## src/rtl/gcd_engine_if.sv

```systemverilog
// Operand/result handshake bundle for gcd_engine; master drives operands and result-accept.
// The iteration-count output exists only when GCD_ITER_COUNT_EN is defined.
interface gcd_engine_if #(
  parameter int WIDTH = 8
);
  logic             in_valid;
  logic             in_ready;
  logic [WIDTH-1:0] a_in;
  logic [WIDTH-1:0] b_in;
  logic             out_valid;
  logic             out_ready;
  logic [WIDTH-1:0] gcd_out;
  logic             busy;
`ifdef GCD_ITER_COUNT_EN
  logic [WIDTH-1:0] iter_count;
`endif

  modport master (
    output in_valid, a_in, b_in, out_ready,
`ifdef GCD_ITER_COUNT_EN
    input  iter_count,
`endif
    input  in_ready, out_valid, gcd_out, busy
  );

  modport slave (
    input  in_valid, a_in, b_in, out_ready,
`ifdef GCD_ITER_COUNT_EN
    output iter_count,
`endif
    output in_ready, out_valid, gcd_out, busy
  );
endinterface

```

## src/rtl/gcd_engine.sv

```systemverilog
// Multi-cycle GCD engine by repeated subtraction; one subtract/compare step per clock.
// Optional GCD_ITER_COUNT_EN adds a saturating count of subtract steps.
//   state  | meaning
//   IDLE   | ready for an operand pair
//   CALC   | subtracting smaller from larger until equal
//   DONE   | result presented, waiting for sink
module gcd_engine #(
  parameter int WIDTH = 8
) (
  input  logic         clk,
  input  logic         rst,
  gcd_engine_if.slave  bus
);

  typedef enum logic [1:0] {S_IDLE, S_CALC, S_DONE} state_t;

  state_t           state_q, state_d;
  logic [WIDTH-1:0] a_q, a_d;
  logic [WIDTH-1:0] b_q, b_d;
  logic [WIDTH-1:0] gcd_q, gcd_d;
  logic             accept;
  logic             ops_zero;
  logic             ab_equal;

  assign accept   = (state_q == S_IDLE) && bus.in_valid;
  assign ops_zero = (bus.a_in == '0) || (bus.b_in == '0);
  assign ab_equal = (a_q == b_q);

  always_ff @(posedge clk or posedge rst) begin
    if (rst) begin
      state_q <= S_IDLE;
      a_q     <= '0;
      b_q     <= '0;
      gcd_q   <= '0;
    end else begin
      state_q <= state_d;
      a_q     <= a_d;
      b_q     <= b_d;
      gcd_q   <= gcd_d;
    end
  end

  always_comb begin
    state_d = state_q;
    case (state_q)
      S_IDLE:  if (accept) state_d = ops_zero ? S_DONE : S_CALC;
      S_CALC:  if (ab_equal) state_d = S_DONE;
      S_DONE:  if (bus.out_ready) state_d = S_IDLE;
      default: state_d = S_IDLE;
    endcase
  end

  // Larger minus smaller only, so the subtraction can never wrap.
  always_comb begin
    a_d   = a_q;
    b_d   = b_q;
    gcd_d = gcd_q;
    case (state_q)
      S_IDLE: begin
        if (accept) begin
          a_d = bus.a_in;
          b_d = bus.b_in;
          if (ops_zero) gcd_d = bus.a_in | bus.b_in;
        end
      end
      S_CALC: begin
        if (ab_equal)       gcd_d = a_q;
        else if (a_q > b_q) a_d   = a_q - b_q;
        else                b_d   = b_q - a_q;
      end
      default: ;
    endcase
  end

`ifdef GCD_ITER_COUNT_EN
  logic [WIDTH-1:0] cnt_q, cnt_d;

  always_ff @(posedge clk or posedge rst) begin
    if (rst) cnt_q <= '0;
    else     cnt_q <= cnt_d;
  end

  always_comb begin
    cnt_d = cnt_q;
    if (accept)
      cnt_d = '0;
    else if ((state_q == S_CALC) && !ab_equal && (cnt_q != '1))
      cnt_d = cnt_q + 1'b1;
  end

  assign bus.iter_count = cnt_q;
`endif

  always_comb begin
    bus.in_ready  = (state_q == S_IDLE) && !rst;
    bus.out_valid = (state_q == S_DONE);
    bus.busy      = (state_q != S_IDLE);
    bus.gcd_out   = gcd_q;
  end

endmodule

```

## src/flat_wrapper.sv

```systemverilog
// flat-port wrapper written by rule: the top's interface ports become plain ports
module gcd_engine_flat 
#(
  parameter int WIDTH = 8
)
  (clk, rst, bus_in_valid, bus_a_in, bus_b_in, bus_out_ready, bus_in_ready, bus_out_valid, bus_gcd_out, bus_busy);
  gcd_engine_if #(.WIDTH(WIDTH)) bus_i ();
  input  logic clk;
  input  logic rst;
  input wire logic [$bits(bus_i.in_valid)-1:0] bus_in_valid;
  input wire logic [$bits(bus_i.a_in)-1:0] bus_a_in;
  input wire logic [$bits(bus_i.b_in)-1:0] bus_b_in;
  input wire logic [$bits(bus_i.out_ready)-1:0] bus_out_ready;
  output wire logic [$bits(bus_i.in_ready)-1:0] bus_in_ready;
  output wire logic [$bits(bus_i.out_valid)-1:0] bus_out_valid;
  output wire logic [$bits(bus_i.gcd_out)-1:0] bus_gcd_out;
  output wire logic [$bits(bus_i.busy)-1:0] bus_busy;
  assign bus_i.in_valid = bus_in_valid;
  assign bus_i.a_in = bus_a_in;
  assign bus_i.b_in = bus_b_in;
  assign bus_i.out_ready = bus_out_ready;
  assign bus_in_ready = bus_i.in_ready;
  assign bus_out_valid = bus_i.out_valid;
  assign bus_gcd_out = bus_i.gcd_out;
  assign bus_busy = bus_i.busy;
  gcd_engine #(.WIDTH(WIDTH)) u_core (.clk(clk), .rst(rst), .bus(bus_i));
endmodule
```

## config.mk

```make
export PLATFORM = sky130hd
export DESIGN_NAME = gcd_engine_flat
export DESIGN_NICKNAME = d
export VERILOG_FILES = /design/src/rtl/gcd_engine_if.sv /design/src/rtl/gcd_engine.sv /design/src/flat_wrapper.sv
export SDC_FILE = /design/constraint.sdc
export NUM_CORES = 1
export LEC_CHECK = 0
export CAP_MARGIN = 20
export CORE_ASPECT_RATIO = 2
export CORE_UTILIZATION = 55
export DETAILED_ROUTE_END_ITERATION = 10
export HOLD_SLACK_MARGIN = 0.15
export PLACE_DENSITY = 0.81
export RECOVER_POWER = 50
export SLEW_MARGIN = 30
export SYNTH_ARGS = -nofsm -noshare
export SYNTH_HDL_FRONTEND = slang
export SYNTH_SLANG_ARGS = --single-unit
```

## constraint.sdc

```tcl
create_clock -name clk -period 3.55 [get_ports clk]
set_clock_uncertainty 0.2 [all_clocks]
set_input_delay 0.8875 -clock clk [delete_from_list [all_inputs] [get_ports clk]]
set_output_delay 0.8875 -clock clk [all_outputs]
set_load 0.05 [all_outputs]
```

## Word-level counts from Yosys, hierarchy flattened

Cells that the tools add are included.

| cells by class | value |
|---|---|
| add/subtract/negate cells | 2 |
| $lt $le $gt $ge | 1 |
| eq/ne operators | 10 |
| mux-type cells | 17 |
| bitwise gates (word level) | 1 |
| reductions and logical operators | 13 |

Operator list:

| operator | count |
|---|---|
| $mux 8 | 9 |
| $pmux 8 s2 | 3 |
| $logic_not 8->1 | 2 |
| $sub 8x8->8 | 2 |
| $reduce_and 4->1 | 3 |
| $eq 8x8->1 | 1 |
| $gt 8x8->1 | 1 |
| $mux 2 | 4 |
| $ne 2x1->1 const B | 4 |
| $or 8x8->8 | 1 |
| $ne 2x2->1 const B | 3 |
| $pmux 2 s3 | 1 |
| $reduce_bool 2->1 | 2 |
| $reduce_and 3->1 | 1 |
| $eq 2x1->1 const B | 1 |
| $eq 2x2->1 const B | 1 |
| $logic_and 1x1->1 | 2 |
| $logic_not 2->1 | 1 |
| $logic_not 1->1 | 1 |
| $logic_or 1x1->1 | 1 |

| word-level totals | value |
|---|---|
| bits in registers | 26 |
| bits of input ports | 20 |
| output and inout bits | 11 |

## Longest topological paths before layout

Gate-level depths: netlist (run 1).

| depth | value |
|---|---|
| depth after elaboration | 5 |
| depth in mapped cells | 9 |

## Worst setup path after synthesis (run 1)

OpenSTA, ideal clock, no wires.

| timing path | value |
|---|---|
| kind | input port to output port |
| start | input rst |
| end | output bus_in_ready |
| data arrival time | 1.541 ns |
| required time | 2.463 ns |
| path slack | 0.921 ns |
| cell stages on the path | 1 |
| path buffers | 0 |
| path through | nor2_1 |

| on the way | value |
|---|---|
| cells in the longest elaborated chain, start to end | 2 |

Ends and longest elaborated chain:

| item | RTL line | RTL |
|---|---|---|
| start, declared | flat_wrapper.sv:9 | `input logic rst;` |
| $logic_not 1->1 (no source line) | - |  |
| $logic_and 1x1->1 | gcd_engine.sv:95 | `bus.in_ready = (state_q == S_IDLE) && !rst;` |
| end, declared | flat_wrapper.sv:14 | `output wire logic [$bits(bus_i.in_ready)-1:0] bus_in_ready;` |

Every way passes these cells.

## Worst setup path in the final report (run 1)

| timing path | value |
|---|---|
| start | register u_core.state_q[0] |
| end | output bus_busy |

| on the way | value |
|---|---|
| cells in the longest elaborated chain, start to end | 1 |

Ends and longest elaborated chain:

| item | RTL line | RTL |
|---|---|---|
| start, declared | gcd_engine.sv:17 | `state_t state_q, state_d;` |
| start signal, assigned | gcd_engine.sv:36 | `state_q <= state_d;` |
| $reduce_bool 2->1 | gcd_engine.sv:97 | `bus.busy = (state_q != S_IDLE);` |
| end, declared | flat_wrapper.sv:17 | `output wire logic [$bits(bus_i.busy)-1:0] bus_busy;` |

Every way passes these cells.

==> metrics.md, run 1 <==
| Metric | Value |
|---|---|
| Outcome | `finished clean` |
| Post-DRT Antenna Nets | `0` |
| Fillers | `325` |
| Worst-path clk slew | `~0.090 ns` |
| Postcts setup bufs | `0` |
| DRC Markers | `0` |
| Worst setup path category | `reg2out` |
| Number of buffers created by CTS | `3` |
| Worst endpoint required time | `2.46 ns` |
| Initial DRC count | `approximately 120` |
| Number of global-route vias before repair | `1901` |
| Simple-gate area share of the yosys netlist | `15.8%` |
| Multi-input combinational cell area | `approximately 1300 um2` |
| Drt pass-1 iters | `4` |
| Rel. slew slack | `about 2.4%` |
| Synth Area per Inst | `8.96 um2` |
| Area taken by flip-flops and latches | `around 650 um2` |
| Top post-synthesis cells by area | `dfrtp_1, ha_1, mux2_1, o21ai_0, inv_1` |
| Minimum clock period | `2.92 ns` |
| Yosys top cell by area | `dfrtp_1` |
| Core area | `around 3700 um2` |
| Post-Syn Instances | `240` |
| Chip height | `90.4 um` |
| CP Capture Type | `output port` |
| NumNets Final | `just over 300` |
| H-tree levels | `1` |
| MaxCap Viol Count | `0` |
| CP arrival | `about 1.8 ns` |
| Root buf cell | `clkbuf_8` |
| Worst path max stage delay | `about 0.85 ns` |
| Endpoints failing setup | `0` |
| Sequential share of the synthesized area | `between 30% and 40%` |
| CP Cell Sequence | `or2_1 > clkdlybuf4s50_1` |
| Largest family of logic cells by synthesized area | `compound AO/OA/AOI/OAI gates` |
| DR vias/cell | `between 6 and 7` |
| HP Class | `reg2reg` |
| IO Port Bufs | `30` |
| Most frequent cells in the layout | `o21ai_0, clkdlybuf4s50_1, dfrtp_1` |
| Mapped Nets | `~280` |
| CTS sink cnt | `26` |
| CP Launch Type | `flip-flop` |
| Yosys warns | `0` |
| Post-synth EDFFs | `0` |
| GRT Total Usage | `approximately 29%` |
| Asr flop ratio synth | `between 90% and 100%` |
| Hold Fails Final Rpt | `0` |
| Mapped Area | `around 2200 um2` |
| Final core utilization | `between 60% and 70%` |
| Synth Area in Compound Gates | `24.8%` |
| Clock Latency Late Sink | `0.28 ns` |
| Initial antenna violation count | `0` |
| GRT overflow | `0` |
| Crit share post-route | `82.4%` |
| Worst reg2reg setup slack | `~0.7 ns` |
| Die area | `roughly 4200 um2` |
| Max Clk Rate | `between 300 and 400 MHz` |
| Largest fanout on the critical path | `6` |
| R2R Path End | `u_core.a_q[7]` |
| Hold Path End | `u_core.bus.gcd_out[0]` |
| HPWL Detailed | `roughly 4100 um` |
| Post-CTS sizing | `0` |
| R2R Path Start | `u_core.b_q[5]` |
| Adder-Cell Fraction of Synth Area | `a little over a tenth` |
| Layout cells sized above 1 | `between 7 and 8%` |
| Vias | `slightly below 2000` |
| Core Rows | `31` |
| Antenna diodes | `0` |
| Pin count of the biggest net entering global routing | `around 40` |
| Boundary Pins | `31` |
| RSZ-0062 raised after global routing | `false` |
| Worst Max-Slew Pin Slew | `1.46 ns` |
| Post-Route WL | `~5600 um` |
| CTS max path bufs | `2` |
| Area growth, synth to finish | `17.0%` |
| Mux contribution to synthesized area | `10.7%` |
| Ys flop type | `dfrtp_1` |
| WL per Instance | `approximately 18 um` |
| # hold bufs at CTS | `0` |
| Placer congestion estimate | `0.917` |
| Initial Util | `around three fifths` |
| #FFs+latches synth | `26` |
| Max Slew Vio Count | `0` |
| Global-route wire length before repair | `8810 um` |
| Die width | `around 46 um` |
| Cell variety after synth | `53` |
| Setup TNS | `0 ns` |
| WHS Path Cells | `1` |
| CP max stage cell | `clkdlybuf4s50_1` |
| Xor and xnor area share after synthesis | `less than 1%` |
| HP Start | `u_core.bus.gcd_out[0]` |
| Reg2reg path depth | `7` |
| TritonCTS clock tree | `yes` |
| Post-synth top area share | `between 30 and 40%` |
cells in the mapped netlist (all sizes together) (2+ instances only):
master and number:
buf 9, dfrtp 26, inv 21, a31oi 4, nor4 4, o21bai 3, a21oi 16, a21o 5
nand3b 2, ha 15, a211o 2, and4 2, nor2b 2, nand2 18, or4 4, clkbuf 4
mux2 16, a211oi 5, o211ai 2, o2111ai 4, o31ai 3, o21ai 29, nand2b 6, nor2 16
mux2i 5, fa 2, o21a 2
worst max-delay path by stage:
| stage | startpoint | end | slack, ns | depth (start not counted) |
|---|---|---|---|---|
| floorplan | rst | bus_in_ready | 0.92 | 1 |
| global placement | bus_a_in[4] | u_core.bus.gcd_out[3] | 0.62 | 6 |
| detailed placement | bus_b_in[1] | u_core.bus.gcd_out[6] | 0.61 | 6 |
| CTS | u_core.state_q[0] | bus_busy | 0.63 | 2 |
| global route | bus_a_in[5] | u_core.bus.gcd_out[1] | 0.53 | 6 |
| finish | u_core.state_q[0] | bus_busy | 0.63 | 2 |
layer usage:
metal / track usage (%) / vias up / routed length, um / part of all wire, %
met3: 3.40 / 32 / 265 / 4.8
met5: 0 / - / 0 / 0
met4: 19.6 / 0 / 401 / 7.2
met1: 31.4 / 906 / 2030 / 37
met2: 48.7 / 98 / 2850 / 51
li1: - / 906 / - / -
cell families after synthesis:
| kind of cell | Yosys count |
|---|---|
| and+or+nand+nor | 62 |
| AOI/OAI and AO/OA | 78 |
| buffers and inverters | 34 |
| adders and majority gates | 17 |
| xor gates and xnor gates | 2 |
| muxes | 21 |
| DFF | 26 |
sequential cells by signal, summed over array words and instances (netlist names):
register / count
u_core.a_q: 8
u_core.b_q: 8
u_core.bus.gcd_out: 8
u_core.state_q: 2
metrics by stage:
stage / worst slack, ns / instance area, um2 / instances / hold WS, ns
after floorplan: 0.921 / 2150 / 240 / 0.264
after global placement: 0.621 / 2460 / 309 / 0.270
after detailed placement: 0.614 / 2460 / 309 / 0.274
after CTS: 0.631 / 2530 / 313 / 0.296
after global routing: 0.532 / 2520 / 313 / 0.310
final: 0.625 / 2520 / 313 / 0.287
area by class of cell:
| type | count | share of cell area, % |
|---|---|---|
| Multi-Input combinational cell | 180 | 53.2 |
| Sequential cell | 26 | 25.9 |
| Timing Repair Buffer | 33 | 12.6 |
| Inverter | 21 | 3.13 |
| Tap cell | 49 | 2.44 |
| Clock buffer | 3 | 1.64 |
| Clock inverter | 1 | 1.19 |
worst max-delay path, delay by kind of cell (launching register included):
kind	cells	cell delay [ns]
buffers and inverters	1	0.85
flip-flops	1	0.43
AND/OR/NAND/NOR	1	0.28
Power of run 1 is left out: the tool's default activity adds up to more than one toggle a clock period on the data nets, which glitch-free logic cannot reach.
==> run 2: changes to the inputs <==
Clock period 3.55 ns to 2.8 ns, I/O delays scaled along.
==> run 2 against run 1 <==
Effect of this change:
- the flow now finishes with violations (max-capacitance violations, max-slew violations)
- critical path depth increased by 6
- non-clock buffer count increased by 6
- register-to-register slack got worse by 0.57 ns
- utilization increased by 2.0 points
- largest cell class unchanged
==> metrics.md, run 2 (synthesis results as in run 1) <==
| Metric | Value |
|---|---|
| Outcome | `finished with violations` |
| Failing checks | `max-capacitance violations, max-slew violations` |
| Endpoints failing setup | `0 (unchanged)` |
| Area growth, synth to finish | `20.4%` |
| H-tree levels | `1 (unchanged)` |
| NumNets Final | `308 (+2.0%)` |
| Post-CTS sizing | `0 (unchanged)` |
| Setup TNS | `0 ns (unchanged)` |
| GRT Total Usage | `30.1% (+1.1 points)` |
| Initial Util | `58.4% (unchanged)` |
| Most frequent cells in the layout | `o21ai_0, dfrtp_1, clkdlybuf4s50_1` |
| Hold Fails Final Rpt | `0 (unchanged)` |
| Max Clk Rate | `about 380 MHz` |
| Core Rows | `31 (unchanged)` |
| TritonCTS clock tree | `yes` |
| IO Port Bufs | `30 (unchanged)` |
| Worst Max-Slew Pin Slew | `1.52 ns (+0.0571 ns)` |
| Antenna diodes | `0 (unchanged)` |
| Worst path max stage delay | `0.40 ns (-0.45 ns)` |
| Initial antenna violation count | `0 (unchanged)` |
| Post-DRT Antenna Nets | `0 (unchanged)` |
| Number of global-route vias before repair | `2082 (+9.5%)` |
| CTS sink cnt | `26 (unchanged)` |
| Crit share post-route | `95.2%` |
| DRC Markers | `0 (unchanged)` |
| RSZ-0062 raised after global routing | `false` |
| Postcts setup bufs | `0 (unchanged)` |
| DR vias/cell | `6.29 (+1.3%)` |
| Boundary Pins | `31 (unchanged)` |
| CTS max path bufs | `2 (unchanged)` |
| GRT overflow | `0 (unchanged)` |
| Pin count of the biggest net entering global routing | `28 (-32%)` |
| Initial DRC count | `66 (-45%)` |
| Layout cells sized above 1 | `11.1% (+3.2 points)` |
| CP Capture Type | `flip-flop` |
| # hold bufs at CTS | `0 (unchanged)` |
| Die width | `46.2 um (unchanged)` |
| HPWL Detailed | `4380 um (+6.5%)` |
| Global-route wire length before repair | `9140 um (+3.8%)` |
| Rel. slew slack | `-1.39% (-3.8 points)` |
| Worst endpoint required time | `2.76 ns (+0.30 ns)` |
| CP max stage cell | `fa_1` |
| Vias | `2005 (+3.2%)` |
| Max Slew Vio Count | `27 (+27)` |
| WL per Instance | `17.8 um (+0.17%)` |
| Largest fanout on the critical path | `7 (+1)` |
| CP delay by family, top | `adder cells` |
| MaxCap Viol Count | `1 (+1)` |
| CP bufs+invs | `1 (unchanged)` |
| Chip height | `90.4 um (unchanged)` |
| Clock Latency Late Sink | `0.28 ns (about the same)` |
| Number of buffers created by CTS | `3 (unchanged)` |
| Core area | `3680 um2 (unchanged)` |
| Minimum clock period | `2.67 ns` |
| Placer congestion estimate | `0.944 (+2.9%)` |
| HP Class | `reg2reg` |
| Drt pass-1 iters | `4 (unchanged)` |
| Root buf cell | `clkbuf_8` |
| Die area | `4180 um2 (unchanged)` |
| CP arrival | `2.62 ns (+0.78 ns)` |
| CP Launch Type | `flip-flop` |
| Fillers | `316 (-2.8%)` |
| Worst setup path category | `reg2reg` |
| Post-Route WL | `5670 um (+2.1%)` |
| Worst-path clk slew | `0.09 ns (about the same)` |
| CP Cell Sequence | `inv_1 > ha_1 > fa_1 > nand2b_2 > a21oi_2 > o21ai_2 > a31oi_4 > mux2_1` |
## run 2: final timing paths
| check | startpoint | endpoint | slack, ns | cells past startpoint |
|---|---|---|---|---|
| max | u_core.a_q[0] | u_core.b_q[3] | 0.13 | 8 |
| min | u_core.bus.gcd_out[2] | u_core.bus.gcd_out[2] | 0.29 | 1 |
| max reg2reg | u_core.a_q[0] | u_core.b_q[3] | 0.13 | 8 |
| min reg2reg | u_core.bus.gcd_out[2] | u_core.bus.gcd_out[2] | 0.29 | 1 |
| max in group asynchronous | rst | u_core.a_q[0] | 0.29 | 3 |
| min in group asynchronous | rst | u_core.a_q[7] | 1.21 | 3 |
## run 2: final cells by class
class	instances	area (um2)	area share, %
well taps	49	61.3	2.37
multi-input cells	180	1350	52.2
clock inverters	1	30.0	1.16
flip-flops and latches	26	651	25.1
repair buffers	39	377	14.5
clock buffers	3	41.3	1.59
inverters	21	78.8	3.04
## run 2: metal layers
metal	global-route usage, %	vias up	part of all wire, %
li1	-	912	-
met1	29.1	962	34
met2	50.5	91	51
met3	4.20	40	4.8
met4	26.2	0	9.4
met5	0	-	0
## run 2: metrics by stage
step / cell area [um2] / hold WS (ns) / utilization (%) / cells / setup WS (ns)
after floorplan: 2150 / 0.264 / - / 240 / 0.383
after global placement: 2520 / 0.269 / 68.4 / 315 / 0.101
after detailed placement: 2520 / 0.274 / 68.4 / 315 / 0.0754
after CTS: 2590 / 0.295 / 70.3 / 319 / 0.0585
after global routing: 2590 / 0.310 / 70.3 / 319 / 0.0297
final: 2590 / 0.289 / 70.3 / 319 / 0.133
## run 2: worst register-to-register path, cell delays in order, from the launching register on
cell and delay [ns]:
dfrtp_1 0.39, inv_1 0.07, ha_1 0.25, fa_1 0.40, nand2b_2 0.23, a21oi_2 0.18
o21ai_2 0.09, a31oi_4 0.38, mux2_1 0.36
Power of run 2 is left out for the same reason.
==> run 3: changes to the inputs <==
Settings changed: SLEW_MARGIN 30 to 20.
==> results of run 3 <==
The final DEF is identical to that of run 2; final timing and power are the same.
Power of run 3 is left out for the same reason.
==> variant 1: new RTL, config.mk and constraints of run 1 <==
`WIDTH` is set to 8 in 3 places; all go to 7.
--- a/src/rtl/gcd_engine_if.sv
+++ b/src/rtl/gcd_engine_if.sv
@@ -3,3 +3,3 @@
 interface gcd_engine_if #(
-  parameter int WIDTH = 8
+  parameter int WIDTH = 7
 );
--- a/src/rtl/gcd_engine.sv
+++ b/src/rtl/gcd_engine.sv
@@ -7,3 +7,3 @@
 module gcd_engine #(
-  parameter int WIDTH = 8
+  parameter int WIDTH = 7
 ) (
--- a/src/flat_wrapper.sv
+++ b/src/flat_wrapper.sv
@@ -3,3 +3,3 @@
 #(
-  parameter int WIDTH = 8
+  parameter int WIDTH = 7
 )
Ports: changed (resized bus_a_in, bus_b_in and bus_gcd_out); port bits go from 31 to 28. The function was not compared with the original's and may differ.
==> variant 1 against run 1 <==
- final area fell by 15%
- worst setup slack got worse by 0.036 ns
- count of clock-buffer cells in the layout did not move
- area after synthesis fell by 14%
- wire length fell by 21%
- cell count fell by 17%
- sequential cell count fell by 3
- global-route usage fell by 3.4 points
- worst hold slack improved by 0.029 ns
- largest cell class unchanged
Power is not shown: default switching activity piles up to over one toggle a cycle in this logic, so the estimate is an artifact.
==> variant 1: results (changes against run 1) <==
Total Wirelength=4380 microns (was 5550 microns); Gate Count Post-Synth=208 (was 240); Slew HR=25.8% (was 2.41%); Worst Hold End=u_core.bus.gcd_out[5] (was u_core.bus.gcd_out[0]); routability congestion estimate from global placement=0.890 (was 0.917); Synth top cells by count=29 x o21ai_0, 23 x dfrtp_1, 17 x inv_1, 15 x nand2_1, 13 x ha_1 (was 26 x dfrtp_1, 26 x o21ai_0, 21 x inv_1, 18 x nand2_1); WHS=0.316 ns (was 0.287 ns); share of layout cells above drive strength 1=10.0% (was 7.95%); FF-to-FF End=u_core.b_q[6] (was u_core.a_q[7]); vias in the first global route=1,569 (was 1,901); Post-DP HPWL=3400 microns (was 4110 microns); met2 Track Usage GR=46.4% (was 48.7%); Syn Nets=241 (was 277); highest routed layer=met4 (unchanged); post-route minimum period=2.96 ns (was 2.92 ns); Max Buffers Root-to-Sink=2 (unchanged); postcts setup bufs=0 (unchanged); Setup WS pre-CTS=0.448 ns (was 0.614 ns); register area share after synthesis=31.0% (was 30.3%); GRT Total Usage=25.7% (was 29.1%); Synth Area in Adders=10.9% (was 10.6%); XOR/XNOR Fraction of Synth Area=0.945% (was 0.814%); port bufs=27 (was 30); Crit Path Max Fanout=9 (was 6); antenna violations before repair=0 (unchanged); Yosys cell types=43 (was 53); reg2reg start=u_core.b_q[3] (was u_core.b_q[5]); Pre-antenna DRT Iters=4 (unchanged); largest net degree at the start of global routing=36 (was 41); outcome=completed (unchanged); flop-to-flop setup slack=0.59 ns (was 0.70 ns); synth top area cells=dfrtp_1 31%, ha_1 8.8%, o21ai_0 7.8% (was dfrtp_1 30%, ha_1 8.7%, mux2_1 7.3%); DRT met1 WL=1730 microns (was 2030 microns); Reg2Reg Depth=8 (was 7); fraction of met3 tracks used by global routing=2.16% (was 3.40%); CP Data Arrival Time=2.96 ns (was 1.84 ns); ys async rst share=100% (unchanged); metal2 WL=2370 microns (was 2850 microns); vias per cell=6.10 (was 6.20); first-pass GRT wire length=7110 microns (was 8810 microns); Hold WC Path Type=flop to flop (unchanged); placed inst area=2110 sq um (was 2460 sq um); start point of the worst min-delay path=u_core.bus.gcd_out[5] (was u_core.bus.gcd_out[0]); Routed wire per std cell=16.8 microns (was 17.7 microns); Compound-Gate Fraction of Synth Area=22.9% (was 24.8%); final hold vios=0 (unchanged); met1 Use GR=28.7% (was 31.4%); WHS Path Cells=1 (unchanged); mux contribution to synthesized area=10.9% (was 10.7%); Iter 0 DRT Violations=38 (was 121); met3 WL=118 microns (was 265 microns); Setup crit end kind=flop (was output port); Num CTS Buffers=3 (unchanged)
variant 1: cell count changes after synthesis, sizes merged, moves of 3 or more:
cell | run 1 | this run
a21o | 5 | 0
a31oi | 4 | 0
buf | 9 | 6
dfrtp | 26 | 23
inv | 21 | 18
mux2 | 16 | 13
nand2 | 18 | 15
nor2 | 16 | 12
nor2b | 2 | 6
o31a | 0 | 3
or2 | 1 | 4
variant 1: layout make-up:
| class | count | area (sq um) |
|---|---|---|
| sequential | 23 | 576 |
| clock buffer | 3 | 41.3 |
| fill | 278 | 1060 |
| tap | 31 | 38.8 |
| clock inverter | 1 | 5.00 |
| multi-input combinational | 157 | 1130 |
| timing repair buffer | 28 | 275 |
| inverter | 18 | 67.6 |
variant 1: critical path, stage by stage, from the launching register on:
cell and delay [ns]:
dfrtp_1 0.39, inv_1 0.06, ha_1 0.40, and4_4 0.25, and2_4 0.15, a221oi_1 0.91
buf_4 0.30, nand2_1 0.09, o21ai_1 0.15
==> variant 2: new RTL, flow settings as in run 1 <==
Without the edit above. Take the reset off `a_q` and `b_q` and load them in a clocked block of their own.
--- a/src/rtl/gcd_engine.sv
+++ b/src/rtl/gcd_engine.sv
@@ -31,4 +31,2 @@
       state_q <= S_IDLE;
-      a_q     <= '0;
-      b_q     <= '0;
       gcd_q   <= '0;
@@ -36,6 +34,9 @@
       state_q <= state_d;
-      a_q     <= a_d;
-      b_q     <= b_d;
       gcd_q   <= gcd_d;
     end
+  end
+
+  always_ff @(posedge clk) begin
+    a_q <= a_d;
+    b_q <= b_d;
   end
Behaviour: same outputs for any inputs over 4 cycles, from zero or initial values and one cycle with rst high; that may be too few to reach the edited logic, so the function may still have changed.
==> variant 2 against run 1 <==
- final area shrank 7.4%
- worst setup slack gained 0.050 ns
- area after synthesis shrank 6.4%
- global-route usage shrank 1.8 points
- synthesized cell count fell by 9.2%
- non-clock buffer count shrank 1
- critical path type unchanged
- sequential cell count stayed put
- wire length fell by 11%
Power is not shown: default switching activity piles up to over one toggle a cycle in this logic, so the estimate is an artifact.
==> variant 2: results (changes against run 1) <==
number of flops mapped to enable cells by yosys=16 (was 0); Yosys cell types=39 (was 53); routability congestion estimate from global placement=0.876 (was 0.917); Worst Hold End=u_core.bus.gcd_out[2] (was u_core.bus.gcd_out[0]); FF-to-FF End=u_core.b_q[7] (was u_core.a_q[7]); port bufs=30 (unchanged); nets@finish=280 (was 302); vias per cell=5.77 (was 6.20); WHS Path Cells=1 (unchanged); vias in the first global route=1,734 (was 1,901); clk root buf=clkbuf_8 (unchanged); start point of the worst min-delay path=u_core.bus.gcd_out[2] (was u_core.bus.gcd_out[0]); reg2reg start=u_core.b_q[2] (was u_core.b_q[5]); WHS=0.312 ns (was 0.287 ns); # resized after CTS=0 (unchanged); Clk pin slew, worst setup/hold paths=0.10 ns; Routed wire per std cell=17.0 microns (was 17.7 microns); Iter 0 DRT Violations=45 (was 121); share of layout cells above drive strength 1=7.85% (was 7.95%); Reg2Reg Depth=7 (unchanged); H-tree levels=1 (unchanged); clock latency at the later pin of the worst-skew pair=0.28 ns (about the same); Slew HR=50.0% (was 2.41%); ys async rst share=38.5% (was 100%); GRT Total Usage=27.3% (was 29.1%); outcome=completed (unchanged); Post-DP HPWL=3840 microns (was 4110 microns); CP Data Arrival Time=1.79 ns (was 1.84 ns); Syn Nets=255 (was 277); Hold WC Path Type=flop to flop (unchanged); Antenna Diode Count=0 (unchanged); Setup WS pre-CTS=0.614 ns (about the same); antenna violations before repair=0 (unchanged); Crit Path Max Fanout=6 (unchanged); postcts setup bufs=0 (unchanged); first-pass GRT wire length=7800 microns (was 8810 microns); Pre-antenna DRT Iters=4 (unchanged); register area share after synthesis=36.3% (was 30.3%); Synth top cells by count=32 x o21ai_0, 27 x nand2_1, 22 x inv_1, 16 x edfxtp_1, 15 x ha_1 (was 26 x dfrtp_1, 26 x o21ai_0, 21 x inv_1, 18 x nand2_1); Max Buffers Root-to-Sink=2 (unchanged); largest net degree at the start of global routing=32 (was 41); ys flop type=edfxtp_1 (was dfrtp_1); synth top area cells=edfxtp_1 24%, dfrtp_1 12%, ha_1 9.3% (was dfrtp_1 30%, ha_1 8.7%, mux2_1 7.3%); Num CTS Buffers=3 (unchanged); YS warnings=0 (unchanged); flop-to-flop setup slack=0.99 ns (was 0.70 ns)
variant 2: changes by cell type in the layout (fill, tap and decap cells not counted), moves of 6 or more:
| cell | run 1 | this run |
|---|---|---|
| dfrtp_1 | 26 | 10 |
| edfxtp_1 | 0 | 16 |
| mux2_1 | 14 | 0 |
| mux2_4 | 0 | 8 |
| nand2_1 | 18 | 27 |
| nor2_1 | 14 | 7 |
| o21ai_0 | 26 | 32 |
variant 2: how the worst max path moves through the flow:
stage	start	to	slack, ns	cells past startpoint
finish	u_core.state_q[1]	bus_busy	0.68	3
global route	bus_b_in[6]	u_core.bus.gcd_out[0]	0.59	6
CTS	u_core.state_q[1]	bus_busy	0.69	3
detailed placement	bus_b_in[6]	u_core.bus.gcd_out[0]	0.61	6
global placement	bus_b_in[6]	u_core.bus.gcd_out[5]	0.61	6
floorplan	u_core.state_q[1]	bus_in_ready	0.89	3
variant 2: per-stage QoR:
step                      utilization (%)  cell area, sq um  cells
after detailed placement             66.2              2290    286
after global placement               66.2              2290    286
after CTS                            67.5              2330    290
after global routing                 67.5              2330    290
final                                67.5              2330    290
after floorplan                         -              2010    218
variant 2: cell families (layout without fill, tap and decap cells):
logic type | count (synthesis) | after routing | share of synthesized area, %
muxes | 10 | 10 | 6.96
AOI/OAI and AO/OA | 67 | 67 | 20.1
DFF | 26 | 26 | 36.3
xor gates and xnor gates | 4 | 4 | 1.74
buffers and inverters | 34 | 58 | 9.07
adders and majority gates | 17 | 17 | 11.3
and+or+nand+nor | 60 | 60 | 14.5
variant 2: cell type report:
type | count | area [sq um]
Sequential cell | 26 | 731
Multi-Input combinational cell | 158 | 1100
Fill cell | 290 | 1120
Clock buffer | 3 | 41.3
Inverter | 22 | 82.6
Clock inverter | 1 | 3.75
Tap cell | 48 | 60.1
Timing Repair Buffer | 32 | 313
variant 2: critical path, stage by stage, from the launching register on:
cell             delay [ns]
dfrtp_1                0.44
nor2_1                 0.27
inv_1                  0.09
clkdlybuf4s50_1        0.71
variant 2: per-layer routing:
layer	global-route usage, %	wire [microns]	vias to the layer above
met1	29.2	1870	768
met3	3.51	255	19
met4	12.4	156	0
met5	0	0	-
li1	-	-	823
met2	50.5	2640	63
